[config.mk]
export PLATFORM = sky130hd
export DESIGN_NAME = pc_unit
export DESIGN_NICKNAME = d
export VERILOG_FILES = /design/src/rtl/pc_unit.sv
export SDC_FILE = /design/constraint.sdc
export NUM_CORES = 1
export LEC_CHECK = 0
export CAP_MARGIN = 20
export CELL_PAD_IN_SITES_DETAIL_PLACEMENT = 1
export CELL_PAD_IN_SITES_GLOBAL_PLACEMENT = 1
export CORE_AREA = 3 3 113 115
export DETAILED_ROUTE_END_ITERATION = 12
export DIE_AREA = 0 0 116 118
export HOLD_SLACK_MARGIN = 0.15
export PLACE_DENSITY = 0.92
export SYNTH_ARGS = -nofsm -noshare
export SYNTH_HDL_FRONTEND = slang
export SYNTH_SLANG_ARGS = --single-unit
[constraint.sdc]
create_clock -name clk -period 4.4 [get_ports clk]
set_input_delay 0.44 -clock clk [delete_from_list [all_inputs] [get_ports clk]]
set_output_delay 0.44 -clock clk [all_outputs]
set_load 0.02 [all_outputs]
[src/rtl/pc_unit.sv]
// Fetch program counter with prioritised redirects, stall hold and a one-deep redirect buffer.
// Optional build macro PC_ALIGN_CHECK_EN: misaligned branch/jump targets trap to EXC_VEC and pulse misalign_err.
module pc_unit #(
    parameter int unsigned       ADDR_W      = 32,
    parameter logic [ADDR_W-1:0] RESET_VEC   = 32'h0000_0000,
    parameter logic [ADDR_W-1:0] EXC_VEC     = 32'h0000_0080,
    parameter int unsigned       INSTR_BYTES = 4
) (
    input  logic              clk,
    input  logic              rst_n,
    input  logic              stall,
    input  logic              exc_en,
    input  logic              br_taken,
    input  logic [ADDR_W-1:0] br_target,
    input  logic              jmp_en,
    input  logic [ADDR_W-1:0] jmp_target,
    output logic [ADDR_W-1:0] pcout,
    output logic [ADDR_W-1:0] pcplus,
    output logic              pc_valid,
    output logic              redir_pending
`ifdef PC_ALIGN_CHECK_EN
    ,
    output logic              misalign_err
`endif
);

    localparam logic [ADDR_W-1:0] INCR       = ADDR_W'(INSTR_BYTES);
    localparam logic [ADDR_W-1:0] ALIGN_MASK = ADDR_W'(INSTR_BYTES - 1);
    localparam logic [1:0]        PRIO_EXC   = 2'd3;
    localparam logic [1:0]        PRIO_BR    = 2'd2;
    localparam logic [1:0]        PRIO_JMP   = 2'd1;
    localparam logic [1:0]        PRIO_NONE  = 2'd0;

    typedef enum logic [1:0] {
        BOOT = 2'd0,
        RUN  = 2'd1,
        HOLD = 2'd2
    } state_e;

    state_e            state_q, state_d;
    logic [ADDR_W-1:0] pc_q, pc_d;
    logic              pend_valid_q, pend_valid_d;
    logic [ADDR_W-1:0] pend_tgt_q, pend_tgt_d;
    logic [1:0]        pend_prio_q, pend_prio_d;

    logic [1:0]        req_prio;
    logic [ADDR_W-1:0] req_tgt;
    logic              apply;
    logic [ADDR_W-1:0] apply_tgt;
`ifdef PC_ALIGN_CHECK_EN
    logic              apply_chk;
    logic              misalign_q, misalign_d;
`endif

    // Fixed-priority request encoder.
    always_comb begin
        req_prio = PRIO_NONE;
        req_tgt  = '0;
        if (exc_en) begin
            req_prio = PRIO_EXC;
            req_tgt  = EXC_VEC;
        end else if (br_taken) begin
            req_prio = PRIO_BR;
            req_tgt  = br_target;
        end else if (jmp_en) begin
            req_prio = PRIO_JMP;
            req_tgt  = jmp_target;
        end
    end

    assign pcplus = pc_q + INCR;

    // NOTE: every variable gets a default before the case so no latch is inferred.
    always_comb begin
        state_d      = state_q;
        pc_d         = pc_q;
        pend_valid_d = pend_valid_q;
        pend_tgt_d   = pend_tgt_q;
        pend_prio_d  = pend_prio_q;
        apply        = 1'b0;
        apply_tgt    = req_tgt;
`ifdef PC_ALIGN_CHECK_EN
        apply_chk    = (req_prio != PRIO_EXC);
        misalign_d   = 1'b0;
`endif

        // Buffer a request while the pipeline cannot take it; newer wins ties.
        if (state_q == BOOT || stall) begin
            if (req_prio != PRIO_NONE && req_prio >= pend_prio_q) begin
                pend_valid_d = 1'b1;
                pend_tgt_d   = req_tgt;
                pend_prio_d  = req_prio;
            end
        end

        case (state_q)
            BOOT: state_d = RUN;
            RUN, HOLD: begin
                if (stall) begin
                    state_d = HOLD;
                end else begin
                    state_d = RUN;
                    if (pend_valid_q) begin
                        apply        = 1'b1;
                        pend_valid_d = 1'b0;
                        pend_tgt_d   = '0;
                        pend_prio_d  = PRIO_NONE;
                        if (req_prio == PRIO_NONE || req_prio < pend_prio_q) begin
                            apply_tgt = pend_tgt_q;
`ifdef PC_ALIGN_CHECK_EN
                            apply_chk = (pend_prio_q != PRIO_EXC);
`endif
                        end
                    end else if (req_prio != PRIO_NONE) begin
                        apply = 1'b1;
                    end else begin
                        pc_d = pcplus;
                    end
                end
            end
            default: state_d = BOOT;
        endcase

        if (apply) begin
`ifdef PC_ALIGN_CHECK_EN
            if (apply_chk && (apply_tgt & ALIGN_MASK) != '0) begin
                pc_d       = EXC_VEC & ~ALIGN_MASK;
                misalign_d = 1'b1;
            end else begin
                pc_d = apply_tgt & ~ALIGN_MASK;
            end
`else
            pc_d = apply_tgt & ~ALIGN_MASK;
`endif
        end
    end

    // NOTE: sequential state uses non-blocking assignments so all flops update together.
    always_ff @(posedge clk or negedge rst_n) begin
        if (!rst_n) begin
            state_q      <= BOOT;
            pc_q         <= RESET_VEC;
            pend_valid_q <= 1'b0;
            pend_tgt_q   <= '0;
            pend_prio_q  <= PRIO_NONE;
`ifdef PC_ALIGN_CHECK_EN
            misalign_q   <= 1'b0;
`endif
        end else begin
            state_q      <= state_d;
            pc_q         <= pc_d;
            pend_valid_q <= pend_valid_d;
            pend_tgt_q   <= pend_tgt_d;
            pend_prio_q  <= pend_prio_d;
`ifdef PC_ALIGN_CHECK_EN
            misalign_q   <= misalign_d;
`endif
        end
    end

    assign pcout         = pc_q;
    assign pc_valid      = (state_q != BOOT);
    assign redir_pending = pend_valid_q;
`ifdef PC_ALIGN_CHECK_EN
    assign misalign_err  = misalign_q;
`endif

endmodule
### Word level (Yosys, flattened, before mapping)

Index checks and enable logic that the tools add are counted.
W data, S select, Z words.

| storage, ports and cells | value |
|---|---|
| flip-flop bits (word level) | 69 |
| input port bits | 70 |
| output and inout port bits | 66 |
| word-level logic and storage cells | 59 |

| cells by class | value |
|---|---|
| add/subtract/negate cells | 1 |
| $lt $le $gt $ge | 2 |
| eq/ne operators | 5 |
| muxes and demuxes | 36 |
| reduce and logical (&&, ||, !) cells | 10 |

Operator list:

| kind | number |
|---|---|
| $mux W32 | 17 |
| $add A32 B3 Y32 const B | 1 |
| $mux W2 | 8 |
| $mux W1 | 10 |
| $reduce_bool A2 Y1 | 3 |
| $logic_not A2 Y1 | 2 |
| $ne A2 B1 Y1 const B | 2 |
| $pmux W2 S2 | 1 |
| $reduce_and A4 Y1 | 1 |
| $eq A2 B1 Y1 const B | 1 |
| $eq A2 B2 Y1 const B | 1 |
| $ge A2 B2 Y1 | 1 |
| $logic_or A1 B1 Y1 | 2 |
| $lt A2 B2 Y1 | 1 |
| $ne A2 B2 Y1 const B | 1 |
| $reduce_or A2 Y1 | 1 |
| $logic_and A1 B1 Y1 | 1 |

### Longest topological paths before layout

| logic depth | value |
|---|---|
| depth in word-level cells | 10 |
| mapped depth | 11 |

### Worst setup path after synthesis

Ideal clock, no wire load.

| path | value |
|---|---|
| path type | in2reg |
| from | input port br_taken |
| to | register pc_q[16], in the netlist pcout[16] |
| setup time | 0.126 ns |
| arrival time | 2.555 ns |
| data required time | 4.274 ns |
| path slack | 1.719 ns |
| stages | 9 |
| path buffers | 3 |
| cells stage by stage | clkbuf_1 -> buf_1 -> or2_2 -> ha_1 -> o32ai_1 -> o21a_1 -> buf_2 -> mux2_2 -> a221o_1 |

| between the ends | value |
|---|---|
| longest elaborated chain between the ends | 9 |
| elaborated cells between the ends (all ways) | 22 |
| classes of those cells | order compare (1); eq/ne (3); mux (13); reduce/logical (5) |

RTL lines:

| item | line | RTL |
|---|---|---|
| from (decl) | 13 | `input logic br_taken,` |
| $mux W2 | 62 | `end else if (br_taken) begin` |
| $mux W2 | 59 | `if (exc_en) begin` |
| $lt A2 B2 Y1 (tied with other cells) | 108 | `if (req_prio == PRIO_NONE \|\| req_prio < pend_prio_q) begin` |
| $logic_or A1 B1 Y1 / $mux W1 (equally long branches) | 108, 114 |  |
| $mux W32 / $mux W1 (equally long branches) | 108, 103 |  |
| $mux W32 / $mux W1 (equally long branches) | 103, 99 |  |
| $mux W32 / $mux W1 (equally long branches) | 99, 96 |  |
| $mux W32 (tied with other cells) | 96 | `case (state_q)` |
| $mux W32 / $reduce_and A4 Y1 (equally long branches) | n/a |  |
| to (signal assigned) | 151 | `pc_q <= pc_d;` |
| to (decl) | 41 | `logic [ADDR_W-1:0] pc_q, pc_d;` |

Several ways; a longest one is shown, not always the timed one.
A chain may end at the register's enable or synchronous reset.

### Worst setup path in the final report

| path | value |
|---|---|
| from | register pc_q[2], in the netlist pcout[2] |
| to | output port pcplus[20] |

| between the ends | value |
|---|---|
| longest elaborated chain between the ends | 1 |

RTL lines:

| item | line | RTL |
|---|---|---|
| $add A32 B3 Y32 | 71 | `assign pcplus = pc_q + INCR;` |
| to (decl) | 18 | `output logic [ADDR_W-1:0] pcplus,` |

Every way passes these cells.

==> results.yml <==
route:
  drt_iter0_markers: 438
  drc: 0
  avgViaCountPerCell: 6.11
  routed_wl_mm: 16.0
  drtPass1Iterations: 5
  wl_per_cell_um: 20.3
  vias: 4818
  postRouteAntennaNets: 0
worst_hold_path:
  hold_class: "in2async"
clock_network:
  cts_buffers: 9
  cts_sinks: 65
  cts.path.max_buffers: 2
  cts-root-buf: "clkbuf_16"
  cts_tree: "built"
  h-tree-depth: 3
  post-cts-setup-buffers: 0
  holdBufCountCts: 0
  cts_resized: 0
  worstSkewPairLatency_ps: 330
  clk_pin_slew_ps: 50
setup_path:
  critical_path_class: "reg2out"
  crit_slowest_cell: "or4_1"
  start_kind: "register"
  cp.required_ps: 3960
  crit_chain: "ha_1, nand4_1, or4_1, or3_1, nand2_1, clkdlybuf4s50_1"
  cp_slowest_stage_delay_ps: 700
  end_kind: "primary output"
  crit_buf_inv: 1
  path_max_fanout: 8
  cp.arrival_ps: 3150
  path_delay_family: "simple AND/OR/NAND/NOR gates"
floorplan:
  ios: 136
  fp.dieH_um: 118
  dieArea_um2: 13700
  core.rowCount: 40
  core_um2: 11900
  die_w_um: 116
  start_util_pct: 36.8
logic_synthesis:
  async_flop_share_pct: 100
  syn_area_per_cell_um2: 8.19
  synth_seq_area_share_pct: 37.1
  yosysWarnings: 0
  postSynthCellCount: 535
  synth.distinct_cells: 57
  syn-cell-area_um2: 4380
  synth_edf_count: 0
  synth_ff_type: "dfrtp_1"
  ys_ff_latch: 65
cells_and_area:
  final_nets: 712
  fin_cells: 788
  final_core_util_pct: 50.2
  final_cell_mix: "126 x clkdlybuf4s50_1, 67 x nor2_1, 65 x dfrtp_1"
  postLayoutCellArea_um2: 5980
  area_growth_pct: 36.5
  n_antenna_cell: 0
  final_common_cell: "clkdlybuf4s50_1"
  drive_above_1_share_pct: 6.40
placed_design:
  dpl.hpwl_mm: 11.6
  dp_cells: 772
  place_area_um2: 5720
  gp_congestion: 0.857
  port_buffers: 127
flow_run:
  maxCapViolCount: 0
timing:
  fin_setup_tns_ps: 0
  setup_viol: 0
  hold_violations: 0
  period_share_pct: 81.7
  max_freq_ghz: 0.278
  tightest_slew_ps: 909
  finClkSkew_ps: 5.80
  period_minus_slack_ps: 3590
  slew_violations: 0
  slew_headroom_pct: 39.3
  rsz0062_at_grt: "no"
outcome:
  outcome: "finished clean"
global_routing:
  gr-total-overflow: 0
  grt_pass1_vias: 4783
  antenna_found_initial: 0
  grt_first_pass_wirelength_mm: 25.4
  grt_max_degree: 55
  grt.total_usage_pct: 23.1
power:
  power_density_nw_per_um2: 649
  peakVddDrop_mv: 0.256
  leakage_nw: 2.39
  p_total_mw: 3.88
synth_stat cells (all sizes together), types with 16 or more instances:
library cell,number,share of area [%]
nor2,67,5.7
dfrtp,65,37
a21oi,47,5.4
nand2,37,3.2
clkbuf,36,3.1
o21ai,33,3.8
nor3,23,2.6
buf,18,2.2
xnor2,18,3.6
a32oi,17,3.4
nand3,16,1.8
report_power, final:
| group | total, mW | leakage, nW | internal [mW] | switching, mW |
|---|---|---|---|---|
| Sequential | 1.21 | 0.853 | 0.855 | 0.359 |
| Combinational | 2.04 | 1.41 | 0.877 | 1.16 |
| Clock | 0.627 | 0.124 | 0.372 | 0.256 |
| Total | 3.88 | 2.39 | 2.10 | 1.78 |
layer usage:
metal	part of all wire [%]	up-vias	GRT usage, %	routed length, um
met5	0	-	0	0
met1	42	2393	30.9	6720
met4	1.5	0	5.95	235
met3	7.1	21	3.19	1130
met2	49	228	38.8	7930
li1	-	2176	-	-
path summary, 6_finish.rpt:
check / cells after the start / startpoint / slack, ps / end
max: 6 / pcout[2] / 810 / pcplus[20]
min reg2reg: 2 / pend_tgt_q[21] / 530 / pend_tgt_q[21]
min: 1 / rst_n / 160 / state_q[0]
max reg2reg: 6 / redir_pending / 1800 / pcout[7]
min in group clk: 2 / pend_tgt_q[21] / 530 / pend_tgt_q[21]
max in group asynchronous: 2 / rst_n / 3290 / pcout[26]
flip-flops by register name, indices dropped and copies added, names as in the netlist:
| register | count |
|---|---|
| pend_prio_q | 2 |
| pend_tgt_q | 30 |
| state_q | 2 |
| redir_pending | 1 |
| pcout | 30 |
cell families (layout without fill, tap and decap cells):
group / after synthesis / in the layout / synth area share (%)
AOI/OAI and AO/OA: 169 / 169 / 25.5
xor gates and xnor gates: 27 / 27 / 5.40
adders and majority gates: 4 / 4 / 1.14
buffers and inverters: 65 / 168 / 6.25
DFF: 65 / 65 / 37.1
muxes: 5 / 5 / 1.17
other: 1 / 4 / 0.0856
and+or+nand+nor: 199 / 199 / 23.3
area by class of cell:
cell class | count | area [um2]
clock inverter | 4 | 22.5
tap | 147 | 184
inverter | 11 | 41.3
multi-input combinational | 408 | 2490
clock buffer | 10 | 229
fill | 1410 | 5930
timing repair buffer | 143 | 1390
sequential | 65 | 1630
stage by stage:
step	hold WS, ps	setup WS (ps)
global route	217	684
CTS	191	836
global placement	488	1090
floorplan	144	1720
detailed placement	507	941
finish	164	807
(Power assumes the default switching activity.)
